`src/rtl/gate_sweep_sequencer_if.sv`:
```
// Bundle of stimulus, response and result signals shared between the gate
// sweep sequencer (slave) and whatever hosts it: the gate block, a bench, or a top-level.
interface gate_sweep_sequencer_if #(
  parameter int RESP_W = 10
);
  logic                  start;
  logic [RESP_W-1:0]     resp;
  logic [4*RESP_W-1:0]   exp_tbl;
  logic                  x;
  logic                  y;
  logic                  busy;
  logic                  done;
  logic                  pass;
  logic [3:0]            err_mask;
  logic [4*RESP_W-1:0]   capture;

  modport master (
    output start, resp, exp_tbl,
    input  x, y, busy, done, pass, err_mask, capture
  );

  modport slave (
    input  start, resp, exp_tbl,
    output x, y, busy, done, pass, err_mask, capture
  );
endinterface

```
`src/rtl/gate_sweep_sequencer.sv`:
```
// Drives x/y through 00,01,10,11, holds each for HOLD_CYCLES, samples the gate
// response at the end of each window and flags mismatches against exp_tbl.
module gate_sweep_sequencer #(
  parameter int RESP_W      = 10,
  parameter int HOLD_CYCLES = 2
) (
  input  logic                   clk,
  input  logic                   rst_n,
  gate_sweep_sequencer_if.slave  bus
);

  localparam int CNT_W = (HOLD_CYCLES > 1) ? $clog2(HOLD_CYCLES) : 1;
  localparam logic [CNT_W-1:0] CNT_LAST = CNT_W'(HOLD_CYCLES - 1);

  typedef enum logic [1:0] {IDLE, DRIVE, DONE} state_t;

  state_t                state, state_next;
  logic [1:0]            vec, vec_next;
  logic [CNT_W-1:0]      cnt, cnt_next;
  logic [4*RESP_W-1:0]   capture_q, capture_next;
  logic [3:0]            err_q, err_next;
  logic                  pass_q, pass_next;
  logic                  x_q, y_q, busy_q, done_q;
  logic                  x_next, y_next, busy_next, done_next;

  // All outputs come straight from flops loaded with next-state decodes, so x/y never glitch.
  always_ff @(posedge clk or negedge rst_n) begin
    if (!rst_n) begin
      state     <= IDLE;
      vec       <= 2'd0;
      cnt       <= '0;
      capture_q <= '0;
      err_q     <= 4'd0;
      pass_q    <= 1'b0;
      x_q       <= 1'b0;
      y_q       <= 1'b0;
      busy_q    <= 1'b0;
      done_q    <= 1'b0;
    end else begin
      state     <= state_next;
      vec       <= vec_next;
      cnt       <= cnt_next;
      capture_q <= capture_next;
      err_q     <= err_next;
      pass_q    <= pass_next;
      x_q       <= x_next;
      y_q       <= y_next;
      busy_q    <= busy_next;
      done_q    <= done_next;
    end
  end

  always_comb begin
    state_next   = state;
    vec_next     = vec;
    cnt_next     = cnt;
    capture_next = capture_q;
    err_next     = err_q;
    pass_next    = pass_q;

    case (state)
      IDLE: begin
        if (bus.start) begin
          state_next   = DRIVE;
          vec_next     = 2'd0;
          cnt_next     = '0;
          capture_next = '0;
          err_next     = 4'd0;
          pass_next    = 1'b0;
        end
      end
      DRIVE: begin
        if (cnt == CNT_LAST) begin
          cnt_next = '0;
          // Constant slices per vector keep the sampling mux simple and width-clean.
          for (int v = 0; v < 4; v++) begin
            if (vec == 2'(v)) begin
              capture_next[v*RESP_W +: RESP_W] = bus.resp;
              err_next[v] = (bus.resp != bus.exp_tbl[v*RESP_W +: RESP_W]);
            end
          end
          if (vec == 2'd3) begin
            state_next = DONE;
            pass_next  = (err_next == 4'd0);
          end else begin
            vec_next = vec + 2'd1;
          end
        end else begin
          cnt_next = cnt + CNT_W'(1);
        end
      end
      DONE: begin
        state_next = IDLE;
      end
      default: begin
        state_next = IDLE;
      end
    endcase

    busy_next = (state_next == DRIVE);
    done_next = (state_next == DONE);
    x_next    = busy_next & vec_next[1];
    y_next    = busy_next & vec_next[0];
  end

  assign bus.x        = x_q;
  assign bus.y        = y_q;
  assign bus.busy     = busy_q;
  assign bus.done     = done_q;
  assign bus.pass     = pass_q;
  assign bus.err_mask = err_q;
  assign bus.capture  = capture_q;

endmodule

```
`src/flat_wrapper.sv`:
```
// flat-port wrapper written by rule: the top's interface ports become plain ports
module gate_sweep_sequencer_flat 
#(
  parameter int RESP_W      = 10,
  parameter int HOLD_CYCLES = 2
)
  (clk, rst_n, bus_start, bus_resp, bus_exp_tbl, bus_x, bus_y, bus_busy, bus_done, bus_pass, bus_err_mask, bus_capture);
  gate_sweep_sequencer_if #(.RESP_W(RESP_W)) bus_i ();
  input  logic clk;
  input  logic rst_n;
  input wire logic [$bits(bus_i.start)-1:0] bus_start;
  input wire logic [$bits(bus_i.resp)-1:0] bus_resp;
  input wire logic [$bits(bus_i.exp_tbl)-1:0] bus_exp_tbl;
  output wire logic [$bits(bus_i.x)-1:0] bus_x;
  output wire logic [$bits(bus_i.y)-1:0] bus_y;
  output wire logic [$bits(bus_i.busy)-1:0] bus_busy;
  output wire logic [$bits(bus_i.done)-1:0] bus_done;
  output wire logic [$bits(bus_i.pass)-1:0] bus_pass;
  output wire logic [$bits(bus_i.err_mask)-1:0] bus_err_mask;
  output wire logic [$bits(bus_i.capture)-1:0] bus_capture;
  assign bus_i.start = bus_start;
  assign bus_i.resp = bus_resp;
  assign bus_i.exp_tbl = bus_exp_tbl;
  assign bus_x = bus_i.x;
  assign bus_y = bus_i.y;
  assign bus_busy = bus_i.busy;
  assign bus_done = bus_i.done;
  assign bus_pass = bus_i.pass;
  assign bus_err_mask = bus_i.err_mask;
  assign bus_capture = bus_i.capture;
  gate_sweep_sequencer #(.RESP_W(RESP_W), .HOLD_CYCLES(HOLD_CYCLES)) u_core (.clk(clk), .rst_n(rst_n), .bus(bus_i));
endmodule
```
`config.mk`:
```
export PLATFORM = sky130hd
export DESIGN_NAME = gate_sweep_sequencer_flat
export DESIGN_NICKNAME = d
export VERILOG_FILES = /design/src/rtl/gate_sweep_sequencer_if.sv /design/src/rtl/gate_sweep_sequencer.sv /design/src/flat_wrapper.sv
export SDC_FILE = /design/constraint.sdc
export NUM_CORES = 1
export LEC_CHECK = 0
export CORE_ASPECT_RATIO = 1.5
export CORE_MARGIN = 1
export CORE_UTILIZATION = 48
export DETAILED_ROUTE_END_ITERATION = 16
export PLACE_DENSITY = 0.95
export SLEW_MARGIN = 30
export SYNTH_ARGS = -nofsm -noshare
export SYNTH_HDL_FRONTEND = slang
export SYNTH_SLANG_ARGS = --single-unit
```
`constraint.sdc`:
```
create_clock -name clk -period 2.6 [get_ports clk]
set_input_delay 0.52 -clock clk [delete_from_list [all_inputs] [get_ports clk]]
set_output_delay 0.52 -clock clk [all_outputs]
set_load 0.01 [all_outputs]
```
==> results.sh <==
export IMPL_p_per_area_mw_per_mm2=1020
export IMPL_wl_per_cell_um=17.5
export IMPL_finalWirelength_um=7560
export IMPL_setup_tns_ns=0
export IMPL_p_comb_share_pct=48.2
export IMPL_clock_sinks=54
export IMPL_final_common_cell="clkdlybuf4s50_1"
export IMPL_setup_viol=0
export IMPL_ff2ff_path_depth=5
export IMPL_cts_buffer_depth=2
export IMPL_rows=33
export IMPL_drc_errors=0
export IMPL_ys_seq_area_share_pct=50.0
export IMPL_clkPwrFrac_pct=14.7
export IMPL_vias=2463
export IMPL_drv_slew=0
export IMPL_drive_gt1_share_pct=6.09
export IMPL_rrSetupSlack_ns=0.69
export IMPL_n_antenna_cell=0
export IMPL_drv_cap=0
export IMPL_via_per_inst=5.71
export IMPL_clock_latency_ns=0.32
export IMPL_root_buffer="clkbuf_8"
export IMPL_p_sw_share_pct=38.2
export IMPL_cts_buffers=5
export IMPL_synth_distinct_cells=30
export IMPL_yosysWarnings=0
export IMPL_seq_power_share_pct=37.1
export IMPL_syn_inst=272
export IMPL_ys_dominant_reg_cell="dfrtp_1"
export IMPL_grt_max_degree=33
export IMPL_placed_cell_area_mm2=0.00371
export IMPL_first_pass_iters=4
export IMPL_postCtsSetupBuffers=0
export IMPL_hp_class="input port to async pin"
export IMPL_leakagePower_nw=1.57
export IMPL_htreeDepth=2
export IMPL_clkTransAtPathRegs_ns=0.10
export IMPL_fin_crit_sh_pct=76.1
export IMPL_die_y_um=93.9
export IMPL_cp_required_ns=2.86
export IMPL_grt_remaining_overflow=0
export IMPL_area_growth_pct=41.6
export IMPL_clock_skew_ns=0.00707
export IMPL_nets=413
export IMPL_drtIter0Drc=151
export IMPL_period_minus_slack_ns=1.98
export IMPL_boundaryPins=102
export IMPL_crit_type="input port to flop"
export IMPL_core_area_mm2=0.00545
export IMPL_grt_pass1_wl_um=12100
export IMPL_final_cell_mix="clkdlybuf4s50_1, dfrtp_1, xnor2_1"
export IMPL_hold_ws_ns=0.243
export IMPL_dp_hpwl_um=5860
export IMPL_final_util_pct=70.2
export IMPL_grt_pass1_vias=2570
export IMPL_start_util_pct=49.6
export IMPL_die_area_mm2=0.00594
export IMPL_synth_avg_cell_area_um2=9.93
export IMPL_cts_hold_buffers=0
export IMPL_synth_edff_count=0
export IMPL_ant_nets=0
export IMPL_cts_tree="built"
export IMPL_startpoint_type="input port"
export IMPL_slew_limit_headroom_pct=52.1
export IMPL_r2r_end="u_core.bus.capture[10]"
export IMPL_end_kind="flop"
export IMPL_grt_setup_unrepaired="no"
export IMPL_hold_violations=0
export IMPL_fmax_mhz=506
export IMPL_track_usage_pct=27.1
export IMPL_worst_pin_slew_ns=0.718
export IMPL_intPower_w=0.00242
export IMPL_portBuffers=101
export IMPL_die_x_um=63.3
export IMPL_synthArstFlopShare_pct=100
export IMPL_outcome="complete, no violations"
export IMPL_critPathMaxFanout=6
export IMPL_gp_congestion=0.897
export IMPL_r2r_start="u_core.vec[1]"
export IMPL_synth_fp_nets=325
export IMPL_synth_area_mm2=0.00270
export IMPL_p_switching_w=0.00149
export IMPL_crit_arrival_ns=2.24
export IMPL_antenna_found_initial=0
export IMPL_ys_seq_elements=54
export IMPL_max_vdd_ir_drop_v=0.000380
export IMPL_fin_area_mm2=0.00383
export IMPL_ctsResizeCount=0
power by group through the flow:
stage	registers (W)	clock network [W]	logic, W
6_report	0.00145	0.000576	0.00188
5_1_grt	0.00149	0.000611	0.00203
4_1_cts	0.00144	0.000574	0.00188
3_5_place_dp	0.00145	0	0.00188
3_3_place_gp	0.00144	0	0.00181
2_1_floorplan	0.00149	0	0.000926
routing by layer:
layer / global-route usage [%] / vias to the layer above / wire length, um
li1: - / 1115 / -
met1: 30.7 / 1151 / 2650
met3: 5.22 / 37 / 598
met5: 0 / - / 0
met4: 13.8 / 0 / 346
met2: 48.1 / 160 / 3970
Yosys cell counts (2+ instances only):
library cell  instances  area (um2)
dfrtp_1              54        1350
xnor2_1              41         359
o21ai_0              30         150
nand3_1              26         130
nand2_1              25        93.8
a22o_1               22         193
buf_2                14        70.1
nor2_1               12        45.0
clkbuf_1              9        33.8
nand4_1               8        50.1
a21oi_1               5        25.0
and3_1                2        12.5
buf_4                 2        15.0
nand2b_1              2        12.5
nor2b_1               2        12.5
o21ai_1               2        10.0
o32a_1                2        20.0
or2_2                 2        12.5
flip-flops by register name, indices dropped and copies added, names as in the netlist:
signal	flops
u_core.bus.capture	40
u_core.bus.x	1
u_core.bus.err_mask	4
u_core.bus.busy	1
u_core.state	2
u_core.cnt	1
u_core.bus.done	1
u_core.bus.y	1
u_core.bus.pass	1
u_core.vec	2
stage by stage:
stage	cells	power [W]	setup WS, ns
2_1_floorplan	272	0.00241	1.01
3_3_place_gp	423	0.00325	0.403
3_5_place_dp	423	0.00333	0.333
4_1_cts	431	0.00390	0.652
5_1_grt	431	0.00413	0.540
6_report	431	0.00391	0.623
cell type report:
cell class / count / area [um2]
clock inverters: 3 / 43.8
flip-flops and latches: 54 / 1350
well taps: 70 / 87.6
repair buffers: 108 / 1060
clock buffers: 5 / 68.8
multi-input cells: 191 / 1220
fillers: 429 / 1620
worst max-delay path: stages:
cell and delay (ns):
clkdlybuf4s50_1 0.71, xnor2_1 0.19, nand4_1 0.12, o32a_1 0.39
nor2_1 0.13, a32o_1 0.18
cells by family after synthesis:
| group | Yosys count | synth area share (%) |
|---|---|---|
| simple gates | 85 | 15.7 |
| compound gates | 64 | 15.7 |
| flops | 54 | 50.0 |
| xor+xnor | 41 | 13.3 |
| buf+inv | 27 | 4.96 |
| mux | 1 | 0.371 |
worst max-delay path by stage:
stage | start | to | slack [ns] | depth (start not counted)
floorplan | bus_resp[2] | u_core.bus.err_mask[2] | 1.01 | 5
global placement | bus_resp[4] | u_core.bus.err_mask[2] | 0.40 | 5
detailed placement | bus_resp[6] | u_core.bus.pass | 0.33 | 6
CTS | bus_resp[6] | u_core.bus.pass | 0.65 | 6
global route | u_core.vec[0] | u_core.bus.capture[13] | 0.54 | 5
finish | bus_resp[5] | u_core.bus.pass | 0.62 | 6
No activity file was read; power rests on OpenSTA's default activity.
